==> config.mk <==
export PLATFORM = sky130hd
export DESIGN_NAME = inst_axi_rd_bridge_flat
export DESIGN_NICKNAME = d
export VERILOG_FILES = /design/src/rtl/inst_axi_rd_bridge_pkg.sv /design/src/rtl/inst_axi_rd_bridge_if.sv /design/src/rtl/inst_axi_rd_bridge.sv /design/src/flat_wrapper.sv
export SDC_FILE = /design/constraint.sdc
export NUM_CORES = 1
export LEC_CHECK = 0
export CAP_MARGIN = 20
export CORE_MARGIN = 2
export CORE_UTILIZATION = 34
export CTS_BUF_LIST = sky130_fd_sc_hd__clkbuf_4 sky130_fd_sc_hd__clkbuf_8
export CTS_CLUSTER_DIAMETER = 150
export DETAILED_ROUTE_END_ITERATION = 10
export GPL_ROUTABILITY_DRIVEN = 0
export HOLD_SLACK_MARGIN = 0.1
export PLACE_DENSITY = 0.91
export SYNTH_ARGS = -nofsm -noshare
export SYNTH_HDL_FRONTEND = slang
export SYNTH_SLANG_ARGS = --single-unit
==> constraint.sdc <==
create_clock -name clk -period 2.7 [get_ports clk]
set_input_delay 0.54 -clock clk [delete_from_list [all_inputs] [get_ports clk]]
set_output_delay 0.54 -clock clk [all_outputs]
set_load 0.02 [all_outputs]
==> src/rtl/inst_axi_rd_bridge_pkg.sv <==
// rtl/inst_axi_rd_bridge_pkg.sv - shared AR state encodings and AXI read constants
//
// Holds the AR-channel state encodings and the fixed AXI attribute values
// used by the instruction-fetch read bridge and the later data-port bridge.
package inst_axi_rd_bridge_pkg;

    typedef logic [31:0] addr_t;
    typedef logic [31:0] word_t;

    // AR channel state encodings
    localparam logic [0:0] AR_IDLE = 1'b0;
    localparam logic [0:0] AR_BUSY = 1'b1;

    // Fixed AXI read attributes: single beat, 4-byte, incrementing
    localparam logic [2:0] AXI_SIZE_4B    = 3'b010;
    localparam logic [1:0] AXI_BURST_INCR = 2'b01;
    localparam logic [7:0] AXI_LEN_1      = 8'd0;

endpackage

==> src/rtl/inst_axi_rd_bridge_if.sv <==
// rtl/inst_axi_rd_bridge_if.sv - fetch SRAM-like port plus AXI AR/R channels
//
// Signals:
//   inst_sram_req/addr         fetch stage -> bridge request
//   inst_sram_addr_ok          request accepted this cycle
//   inst_sram_data_ok/rdata    returned instruction word
//   arid..arvalid, arready     AXI read-address channel
//   rid, rdata, rresp, rlast, rvalid, rready   AXI read-data channel
// Modports:
//   master - the bridge (drives AR, rready and the SRAM-side responses)
//   slave  - the environment (fetch stage and AXI slave)
interface inst_axi_rd_bridge_if;
    import inst_axi_rd_bridge_pkg::*;

    logic        inst_sram_req;
    addr_t       inst_sram_addr;
    logic        inst_sram_addr_ok;
    logic        inst_sram_data_ok;
    word_t       inst_sram_rdata;

    logic [3:0]  arid;
    addr_t       araddr;
    logic [7:0]  arlen;
    logic [2:0]  arsize;
    logic [1:0]  arburst;
    logic [1:0]  arlock;
    logic [3:0]  arcache;
    logic [2:0]  arprot;
    logic        arvalid;
    logic        arready;

    logic [3:0]  rid;
    word_t       rdata;
    logic [1:0]  rresp;
    logic        rlast;
    logic        rvalid;
    logic        rready;

    modport master (
        input  inst_sram_req, inst_sram_addr,
        output inst_sram_addr_ok, inst_sram_data_ok, inst_sram_rdata,
        output arid, araddr, arlen, arsize, arburst, arlock, arcache, arprot, arvalid,
        input  arready,
        input  rid, rdata, rresp, rlast, rvalid,
        output rready
    );

    modport slave (
        output inst_sram_req, inst_sram_addr,
        input  inst_sram_addr_ok, inst_sram_data_ok, inst_sram_rdata,
        input  arid, araddr, arlen, arsize, arburst, arlock, arcache, arprot, arvalid,
        output arready,
        output rid, rdata, rresp, rlast, rvalid,
        input  rready
    );

endinterface

==> src/rtl/inst_axi_rd_bridge.sv <==
// rtl/inst_axi_rd_bridge.sv - instruction-fetch SRAM-like port to AXI4 read bridge
//
// Converts single-beat 32-bit fetch requests into AXI AR/R traffic with up to
// MAX_OUTS in-order outstanding reads.
// Ports:
//   clk     clock
//   resetn  asynchronous active-low reset
//   bus     inst_axi_rd_bridge_if.master (fetch port + AXI AR/R channels)
module inst_axi_rd_bridge
    import inst_axi_rd_bridge_pkg::*;
#(
    parameter logic [3:0] ARID_VAL = 4'd0,
    parameter int         MAX_OUTS = 2
) (
    input  logic                     clk,
    input  logic                     resetn,
    inst_axi_rd_bridge_if.master     bus
);

    localparam int                CNT_W   = $clog2(MAX_OUTS + 1);
    localparam logic [CNT_W-1:0]  MAX_CNT = CNT_W'(MAX_OUTS);

    logic [0:0]       r_ar_state;
    addr_t            r_araddr;
    logic             r_arvalid;
    logic [CNT_W-1:0] r_outs_cnt;
    logic             r_rready;

    logic             w_addr_ok;
    logic             w_ar_acc;
    logic             w_r_done;
    logic             w_unused_ok;

    // Gated by resetn so the fetch stage sees no acceptance while reset is held.
    assign w_addr_ok = (r_ar_state == AR_IDLE) && (r_outs_cnt < MAX_CNT) && resetn;
    assign w_ar_acc  = bus.inst_sram_req && w_addr_ok;
    assign w_r_done  = bus.rvalid && r_rready && bus.rlast;

    // Single ID with in-order return makes rid/rresp irrelevant here.
    assign w_unused_ok = ^{bus.rid, bus.rresp};

    always_ff @(posedge clk or negedge resetn) begin
        if (!resetn) begin
            r_ar_state <= AR_IDLE;
            r_araddr   <= '0;
            r_arvalid  <= 1'b0;
            r_rready   <= 1'b0;
        end else begin
            r_rready <= 1'b1;
            case (r_ar_state)
                AR_IDLE: begin
                    if (w_ar_acc) begin
                        r_ar_state <= AR_BUSY;
                        r_araddr   <= bus.inst_sram_addr;
                        r_arvalid  <= 1'b1;
                    end
                end
                AR_BUSY: begin
                    if (r_arvalid && bus.arready) begin
                        r_ar_state <= AR_IDLE;
                        r_arvalid  <= 1'b0;
                    end
                end
                default: begin
                    r_ar_state <= AR_IDLE;
                    r_arvalid  <= 1'b0;
                end
            endcase
        end
    end

    // Accept and completion in the same cycle cancel out; a completion with
    // nothing outstanding is illegal and the counter holds at zero.
    always_ff @(posedge clk or negedge resetn) begin
        if (!resetn) begin
            r_outs_cnt <= '0;
        end else if (w_ar_acc && !w_r_done) begin
            r_outs_cnt <= r_outs_cnt + 1'b1;
        end else if (w_r_done && !w_ar_acc && (r_outs_cnt != '0)) begin
            r_outs_cnt <= r_outs_cnt - 1'b1;
        end
    end

    a_no_spurious_r: assert property (@(posedge clk) disable iff (!resetn)
        !(w_r_done && (r_outs_cnt == '0)));

    assign bus.inst_sram_addr_ok = w_addr_ok;
    assign bus.inst_sram_data_ok = w_r_done;
    assign bus.inst_sram_rdata   = bus.rdata;

    assign bus.arid    = ARID_VAL;
    assign bus.araddr  = r_araddr;
    assign bus.arlen   = AXI_LEN_1;
    assign bus.arsize  = AXI_SIZE_4B;
    assign bus.arburst = AXI_BURST_INCR;
    assign bus.arlock  = 2'b00;
    assign bus.arcache = 4'b0000;
    assign bus.arprot  = 3'b000;
    assign bus.arvalid = r_arvalid;
    assign bus.rready  = r_rready;

endmodule

==> src/flat_wrapper.sv <==
// flat-port wrapper written by rule: the top's interface ports become plain ports
module inst_axi_rd_bridge_flat import inst_axi_rd_bridge_pkg::*;
#(
    parameter logic [3:0] ARID_VAL = 4'd0,
    parameter int         MAX_OUTS = 2
)
  (clk, resetn, bus_inst_sram_req, bus_inst_sram_addr, bus_inst_sram_addr_ok, bus_inst_sram_data_ok, bus_inst_sram_rdata, bus_arid, bus_araddr, bus_arlen, bus_arsize, bus_arburst, bus_arlock, bus_arcache, bus_arprot, bus_arvalid, bus_arready, bus_rid, bus_rdata, bus_rresp, bus_rlast, bus_rvalid, bus_rready);
  inst_axi_rd_bridge_if bus_i ();
  input  logic clk;
  input  logic resetn;
  input wire logic [$bits(bus_i.inst_sram_req)-1:0] bus_inst_sram_req;
  input wire logic [$bits(bus_i.inst_sram_addr)-1:0] bus_inst_sram_addr;
  output wire logic [$bits(bus_i.inst_sram_addr_ok)-1:0] bus_inst_sram_addr_ok;
  output wire logic [$bits(bus_i.inst_sram_data_ok)-1:0] bus_inst_sram_data_ok;
  output wire logic [$bits(bus_i.inst_sram_rdata)-1:0] bus_inst_sram_rdata;
  output wire logic [$bits(bus_i.arid)-1:0] bus_arid;
  output wire logic [$bits(bus_i.araddr)-1:0] bus_araddr;
  output wire logic [$bits(bus_i.arlen)-1:0] bus_arlen;
  output wire logic [$bits(bus_i.arsize)-1:0] bus_arsize;
  output wire logic [$bits(bus_i.arburst)-1:0] bus_arburst;
  output wire logic [$bits(bus_i.arlock)-1:0] bus_arlock;
  output wire logic [$bits(bus_i.arcache)-1:0] bus_arcache;
  output wire logic [$bits(bus_i.arprot)-1:0] bus_arprot;
  output wire logic [$bits(bus_i.arvalid)-1:0] bus_arvalid;
  input wire logic [$bits(bus_i.arready)-1:0] bus_arready;
  input wire logic [$bits(bus_i.rid)-1:0] bus_rid;
  input wire logic [$bits(bus_i.rdata)-1:0] bus_rdata;
  input wire logic [$bits(bus_i.rresp)-1:0] bus_rresp;
  input wire logic [$bits(bus_i.rlast)-1:0] bus_rlast;
  input wire logic [$bits(bus_i.rvalid)-1:0] bus_rvalid;
  output wire logic [$bits(bus_i.rready)-1:0] bus_rready;
  assign bus_i.inst_sram_req = bus_inst_sram_req;
  assign bus_i.inst_sram_addr = bus_inst_sram_addr;
  assign bus_inst_sram_addr_ok = bus_i.inst_sram_addr_ok;
  assign bus_inst_sram_data_ok = bus_i.inst_sram_data_ok;
  assign bus_inst_sram_rdata = bus_i.inst_sram_rdata;
  assign bus_arid = bus_i.arid;
  assign bus_araddr = bus_i.araddr;
  assign bus_arlen = bus_i.arlen;
  assign bus_arsize = bus_i.arsize;
  assign bus_arburst = bus_i.arburst;
  assign bus_arlock = bus_i.arlock;
  assign bus_arcache = bus_i.arcache;
  assign bus_arprot = bus_i.arprot;
  assign bus_arvalid = bus_i.arvalid;
  assign bus_i.arready = bus_arready;
  assign bus_i.rid = bus_rid;
  assign bus_i.rdata = bus_rdata;
  assign bus_i.rresp = bus_rresp;
  assign bus_i.rlast = bus_rlast;
  assign bus_i.rvalid = bus_rvalid;
  assign bus_rready = bus_i.rready;
  inst_axi_rd_bridge #(.ARID_VAL(ARID_VAL), .MAX_OUTS(MAX_OUTS)) u_core (.clk(clk), .resetn(resetn), .bus(bus_i));
endmodule
==> results of run 1 <==
layer usage:
layer	global-route usage, %	vias up	share of wire [%]
li1	-	492	-
met1	10.9	541	39
met2	18.1	64	49
met3	5.17	10	11
met4	5.44	0	1.4
met5	0	-	0
cell type report:
class | count | share of cell area (%)
inverter | 1 | 0.154
multi-input combinational | 73 | 22.4
sequential | 37 | 38.0
clock inverter | 1 | 0.205
clock buffer | 7 | 3.95
timing repair buffer | 77 | 31.5
tap | 72 | 3.70
path summary, 6_finish.rpt:
kind                                             startpoint                                 to  slack (ns)  cells past startpoint
min reg2reg                u_core.bus.araddr[4]$_DFFE_PN0P_   u_core.bus.araddr[4]$_DFFE_PN0P_        0.51                      1
max in group asynchronous                            resetn   u_core.bus.araddr[5]$_DFFE_PN0P_        2.25                      2
min in group clk           u_core.bus.araddr[4]$_DFFE_PN0P_   u_core.bus.araddr[4]$_DFFE_PN0P_        0.51                      1
min                                                  resetn        u_core.r_ar_state$_DFF_PN0_        0.23                      2
max                                              bus_rvalid              bus_inst_sram_data_ok        0.25                      4
max reg2reg                u_core.r_outs_cnt[1]$_DFFE_PN0P_  u_core.bus.araddr[10]$_DFFE_PN0P_        1.12                      3
metrics by stage:
| step | util, % | instances | power (uW) |
|---|---|---|---|
| 6_report | 45.1 | 268 | 2730 |
| 5_1_grt | 45.1 | 268 | 2890 |
| 4_1_cts | 45.1 | 268 | 2770 |
| 3_5_place_dp | 43.2 | 260 | 2340 |
| 3_3_place_gp | 43.2 | 260 | 2300 |
| 2_1_floorplan | - | 173 | 1780 |
logic make-up after synthesis:
kind of cell | synth area share [%]
buffers and inverters | 26.3
DFF | 49.5
muxes | 19.3
and+or+nand+nor | 2.41
AOI/OAI and AO/OA | 1.67
other | 0.401
xor gates and xnor gates | 0.468
power groups by stage:
stage / Clock, uW / Sequential [uW] / Combinational [uW]
after global routing: 467 / 1020 / 1400
after detailed placement: 0 / 996 / 1340
final: 418 / 986 / 1330
after floorplan: 0 / 1300 / 485
after CTS: 440 / 989 / 1340
after global placement: 0 / 977 / 1320
layout by cell type, fill, tap and decap left out:
master           instances
mux2_2                  32
nor3b_1                  1
nand3_1                  2
a22oi_1                  1
clkbuf_8                 7
nand2_1                  3
buf_4                    3
xnor2_1                  1
conb_1                  27
buf_12                   1
nor2_1                   1
inv_1                    1
and4bb_2                 1
a21o_1                   1
o21ai_0                  1
a21oi_1                  1
clkinv_2                 1
buf_2                    1
a31oi_1                  1
dfrtp_1                 37
clkdlybuf4s50_1         72
sequential cells by signal, indices dropped and copies added, names as in the netlist:
register / cells
u_core.bus.araddr: 32
u_core.r_outs_cnt: 2
u_core.bus.arvalid: 1
u_core.bus.rready: 1
u_core.r_ar_state: 1
critical path, delay by kind of cell:
family                 cells  cell delay [ns]
buffers and inverters      3             1.20
and+or+nand+nor            1             0.17
==> summary.txt, run 1 <==
Outcome
  – Status: finished, final reports clean

Finish
  – Final instance area: 0.00244 mm2
  – Fillers: 497
  – Fin nets: about 270
  – Area of the multi-input gates: ~550 um2
  – Fraction of layout cells with a size suffix above 1: 23.5%
  – Antenna cells: 0
  – FF/Latch Area: ~900 um2
  – Layout area overhead: 30.2%

Global routing
  – Largest net degree at the start of global routing: 22
  – Initial antenna violation count: 0
  – Vias in the first global route: 1169
  – GRT Util Overall: between 10% and 20%
  – First-pass GRT wire length: 5120 um
  – Total gr overflow: 0

Yosys
  – Mapped Cells: ~150
  – Register area share after synthesis: 49.5%
  – Total number of yosys warnings: 0
  – Avg Cell Area, Syn: 12.6 um2
  – Top_reg_cell synth: dfrtp_1
  – Leading area contributor after synthesis: dfrtp_1
  – Cell variety after synth: 18
  – Count of state elements after synthesis: 37
  – Top post-synthesis cells by count: 58 x buf_4, 37 x dfrtp_1, 32 x mux2_2
  – Number of flops mapped to enable cells by yosys: 0
  – Post-synth top area share: 49.5%
  – Ys async rst share: 100%
  – Mapped cell area: roughly 0.0019 mm2
  – Top cells by area, synth: dfrtp_1 49%, buf_4 23%, mux2_2 19%
  – Most common cell in the netlist: buf_4

Timing
  – Setup Viol. Count Final: 0
  – Setup TNS Final: 0 ns
  – RSZ-0062 raised after global routing: false
  – Final cycle utilization of the critical path: 90.9%
  – Clk_skew: 0.00506 ns
  – Final Hold Viols: 0
  – Final Max Slew Viols: 0
  – Setup ws final: 0.246 ns
  – Max Clk Rate: 408 MHz
  – Crit path time final: 2.45 ns
  – Hold_ws: 0.233 ns

Power and ir drop
  – Clock power frac: 15.3%
  – Maximum vdd drop: 585 uV
  – Switching Share: 34.4%
  – Sequential power share: a little over a third
  – PD cells: 1120 mW/mm2
  – Switching pwr: 939 uW
  – Logic gate share of total power: 48.6%
  – P_int: 1790 uW
  – Leak: 0.00105 uW

Floorplan
  – Die Ht: 78.2 um
  – Total die area: between 0.006 and 0.007 mm2
  – Starting density of the core: 34.6%
  – Io pins: 170
  – Core ar.: between 0.005 and 0.006 mm2
  – Die X: 78.2 um
  – Placement Rows: 27

Clocking
  – CTS Root Buffer Type: clkbuf_8
  – CTS tree: built
  – H-tree levels: 2
  – Post-CTS resize count: 0
  – Number of clock sinks: 37
  – Post-CTS Setup Bufs: 0
  – Worst-skew pair later-pin latency: 0.28 ns
  – Longest Clk Path Bufs: 2
  – # hold bufs at CTS: 0
  – Clock-pin slew on the worst setup and hold paths: 0.07 ns
  – Number of buffers inserted during clock tree synthesis: 5

Worst setup path
  – CP required: about 2.2 ns
  – Max FO, Critical Path: 5
  – Crit path arrival time: 1.91 ns
  – Critical path class: in2out
  – Most used cell, CP: clkdlybuf4s50_1
  – Crit start category: input pin
  – Worst path max stage delay: 0.62 ns
  – Worst-path cell chain: clkdlybuf4s50_1, nand3_1, inv_1, clkdlybuf4s50_1
  – Critical path capture point type: output port
  – CP max stage cell: clkdlybuf4s50_1

Placed design
  – Port Buffers: 73
  – Placed inst area: 0.00233 mm2
  – Post-DP HPWL: 2430 um
  – DP Worst Slack: ~0.24 ns

Drt
  – Pre-Repair DR Iteration Count: 4
  – Drt drc: 0
  – Remaining antenna violation count: 0
  – Final WL: 3230 um
  – Via/cell ratio: between 4 and 5
  – WL/cell: 12.0 um
  – Vias after detailed routing: 1107
  – Starting DRT DRC Count: 27

Min path
  – HP Class: in2async

Flow run
  – MaxCap Viol Count: 0
(Power assumes the default switching activity.)
==> run 2, diff against run 1 <==
--- a/config.mk
+++ b/config.mk
@@ -13,7 +13,8 @@
 export DETAILED_ROUTE_END_ITERATION = 10
 export GPL_ROUTABILITY_DRIVEN = 0
 export HOLD_SLACK_MARGIN = 0.1
-export PLACE_DENSITY = 0.91
+export PLACE_DENSITY = 0.95
+export SKIP_LAST_GASP = 1
 export SYNTH_ARGS = -nofsm -noshare
 export SYNTH_HDL_FRONTEND = slang
 export SYNTH_SLANG_ARGS = --single-unit
==> run 2 against run 1 <==
  * Via count fell by 1.4%
  * Clock power grew 17%
  * Count of clock-buffer cells in the layout down 1
  * Sequential cell count did not move
  * Global-route usage hardly changed
  * Sequential share of layout area hardly changed
  * Die area stayed put
  * First-iteration DRC count shrank 41%
  * Design area is essentially flat
  * Combinational power about the same
  * Register-to-register slack improved by 0.07 ns
  * Critical endpoint unchanged
  * Largest cell class unchanged
==> summary.txt, run 2 (same netlist as run 1, synthesis figures left out) <==
Clocking
  – Number of buffers inserted during clock tree synthesis: 5
  – Post-CTS Setup Bufs: 0
  – Post-CTS resize count: 0
  – Number of clock sinks: 37
  – H-tree levels: 2
  – # hold bufs at CTS: 0
  – Clock-pin slew on the worst setup and hold paths: 0.07 ns
  – CTS Root Buffer Type: clkbuf_8
  – Worst-skew pair later-pin latency: about 0.28 ns
  – CTS tree: built
  – Longest Clk Path Bufs: 2

Worst setup path
  – Max FO, Critical Path: 5
  – Worst-path cell chain: clkdlybuf4s50_1, nand3_1, inv_1, clkdlybuf4s50_1
  – R2R Setup Slk: ~1.2 ns
  – CP required: about 2.2 ns
  – CP max stage cell: clkdlybuf4s50_1
  – CP Buf/Inv Count: 3
  – Most used cell, CP: clkdlybuf4s50_1
  – Critical path class: in2out
  – Crit start category: input pin
  – Crit path arrival time: 1.89 ns
  – Worst path max stage delay: 0.61 ns
  – Critical path capture point type: output port
  – Cell family with most CP delay: buffers and inverters

Flow run
  – MaxCap Viol Count: 0

Timing
  – Final Hold Viols: 0
  – Final cycle utilization of the critical path: 90.1%
  – RSZ-0062 raised after global routing: false
  – Final Max Slew Viols: 0
  – Setup Viol. Count Final: 0
  – Max Clk Rate: between 400 and 500 MHz
  – Clk_skew: 0.00447 ns
  – Setup TNS Final: 0 ns
  – Hold_ws: between 0.3 and 0.4 ns
  – Crit path time final: 2.43 ns

Power and ir drop
  – Maximum vdd drop: a little under 600 uV
  – Clock power frac: 17.5%
  – Switching pwr: around 940 uW
  – Leak: 0.00105 uW
  – Sequential power share: 35.2%
  – Switching Share: 33.7%
  – Total power: 2800 uW
  – PD cells: between 1000 and 1500 mW/mm2
  – P_int: 1850 uW
  – Logic gate share of total power: a little under half

Drt
  – Final WL: 3250 um
  – Remaining antenna violation count: 0
  – Drt drc: 0
  – Pre-Repair DR Iteration Count: 2
  – Vias after detailed routing: 1092
  – WL/cell: 12.2 um
  – Starting DRT DRC Count: 16
  – Via/cell ratio: 4.09

Finish
  – Max FFs per register: 32
  – Antenna cells: 0
  – Fillers: 504
  – Fraction of layout cells with a size suffix above 1: about 23%
  – Commonest non-fill, non-tap cells in the layout: 72 x clkdlybuf4s50_1, 37 x dfrtp_1, 32 x mux2_2
  – Layout area overhead: 30.2%
  – Most common cell after layout, fill and taps aside: clkdlybuf4s50_1
  – Fin nets: 270

Global routing
  – First-pass GRT wire length: about 5200 um
  – Total gr overflow: 0
  – GRT Util Overall: 10.7%
  – Vias in the first global route: about 1200
  – Initial antenna violation count: 0
  – Largest net degree at the start of global routing: 39

Floorplan
  – Starting density of the core: 34.6%
  – Placement Rows: 27
  – Total die area: 0.00611 mm2
  – Io pins: 170
  – Die X: 78.2 um
  – Die Ht: 78.2 um
  – Core ar.: between 0.005 and 0.006 mm2

Placed design
  – Port Buffers: 73
  – Post-DP HPWL: 2440 um

Outcome
  – Status: finished, final reports clean

Min path
  – HP Class: in2async
## run 2: changes by cell type in the layout (fill, tap and decap cells not counted)
cell        before  now
bufinv_16        0    1
clkinv_2         1    0
clkinvlp_4       0    1
buf_12           1    0
clkbuf_8         7    6
## run 2: final timing paths
check                                                    end  cells past startpoint                         startpoint
max                                    bus_inst_sram_data_ok                      4                         bus_rvalid
min                              u_core.r_ar_state$_DFF_PN0_                      2                             resetn
max reg2reg                 u_core.bus.araddr[9]$_DFFE_PN0P_                      3   u_core.r_outs_cnt[1]$_DFFE_PN0P_
min reg2reg                u_core.bus.araddr[16]$_DFFE_PN0P_                      1  u_core.bus.araddr[16]$_DFFE_PN0P_
max in group asynchronous  u_core.bus.araddr[27]$_DFFE_PN0P_                      2                             resetn
min in group clk           u_core.bus.araddr[16]$_DFFE_PN0P_                      1  u_core.bus.araddr[16]$_DFFE_PN0P_
## run 2: power by group through the flow
stage / Combinational [uW] / Clock [uW] / Sequential (uW)
after floorplan: 485 / 0 / 1300
after global placement: 1310 / 0 / 975
after detailed placement: 1340 / 0 / 994
after CTS: 1340 / 511 / 986
after global routing: 1400 / 539 / 1020
final: 1320 / 488 / 983
## run 2: final cells by class
type,count,area (um2),area share [%]
Clock buffer,6,82.6,3.39
Clock inverter,2,37.5,1.54
Inverter,1,3.75,0.154
Multi-Input combinational cell,73,547,22.5
Sequential cell,37,926,38.0
Tap cell,72,90.1,3.70
Timing Repair Buffer,76,748,30.7
## run 2: metal layers
layer  routed length (um)  share of wire [%]  track usage, %
met1                 1230                 38            11.1
met2                 1620                 50            18.6
met3                  311                9.6            4.25
met4                   87                2.7            5.44
met5                    0                  0               0
## run 2: metrics by stage
| stage | area (um2) | std cells | setup slack, ns | util [%] |
|---|---|---|---|---|
| 2_1_floorplan | 1960 | 173 | 1.10 | - |
| 3_3_place_gp | 2310 | 259 | 0.297 | 42.8 |
| 3_5_place_dp | 2310 | 259 | 0.269 | 42.8 |
| 4_1_cts | 2430 | 267 | 0.259 | 45.0 |
| 5_1_grt | 2430 | 267 | 0.202 | 45.0 |
| 6_report | 2430 | 267 | 0.267 | 45.0 |
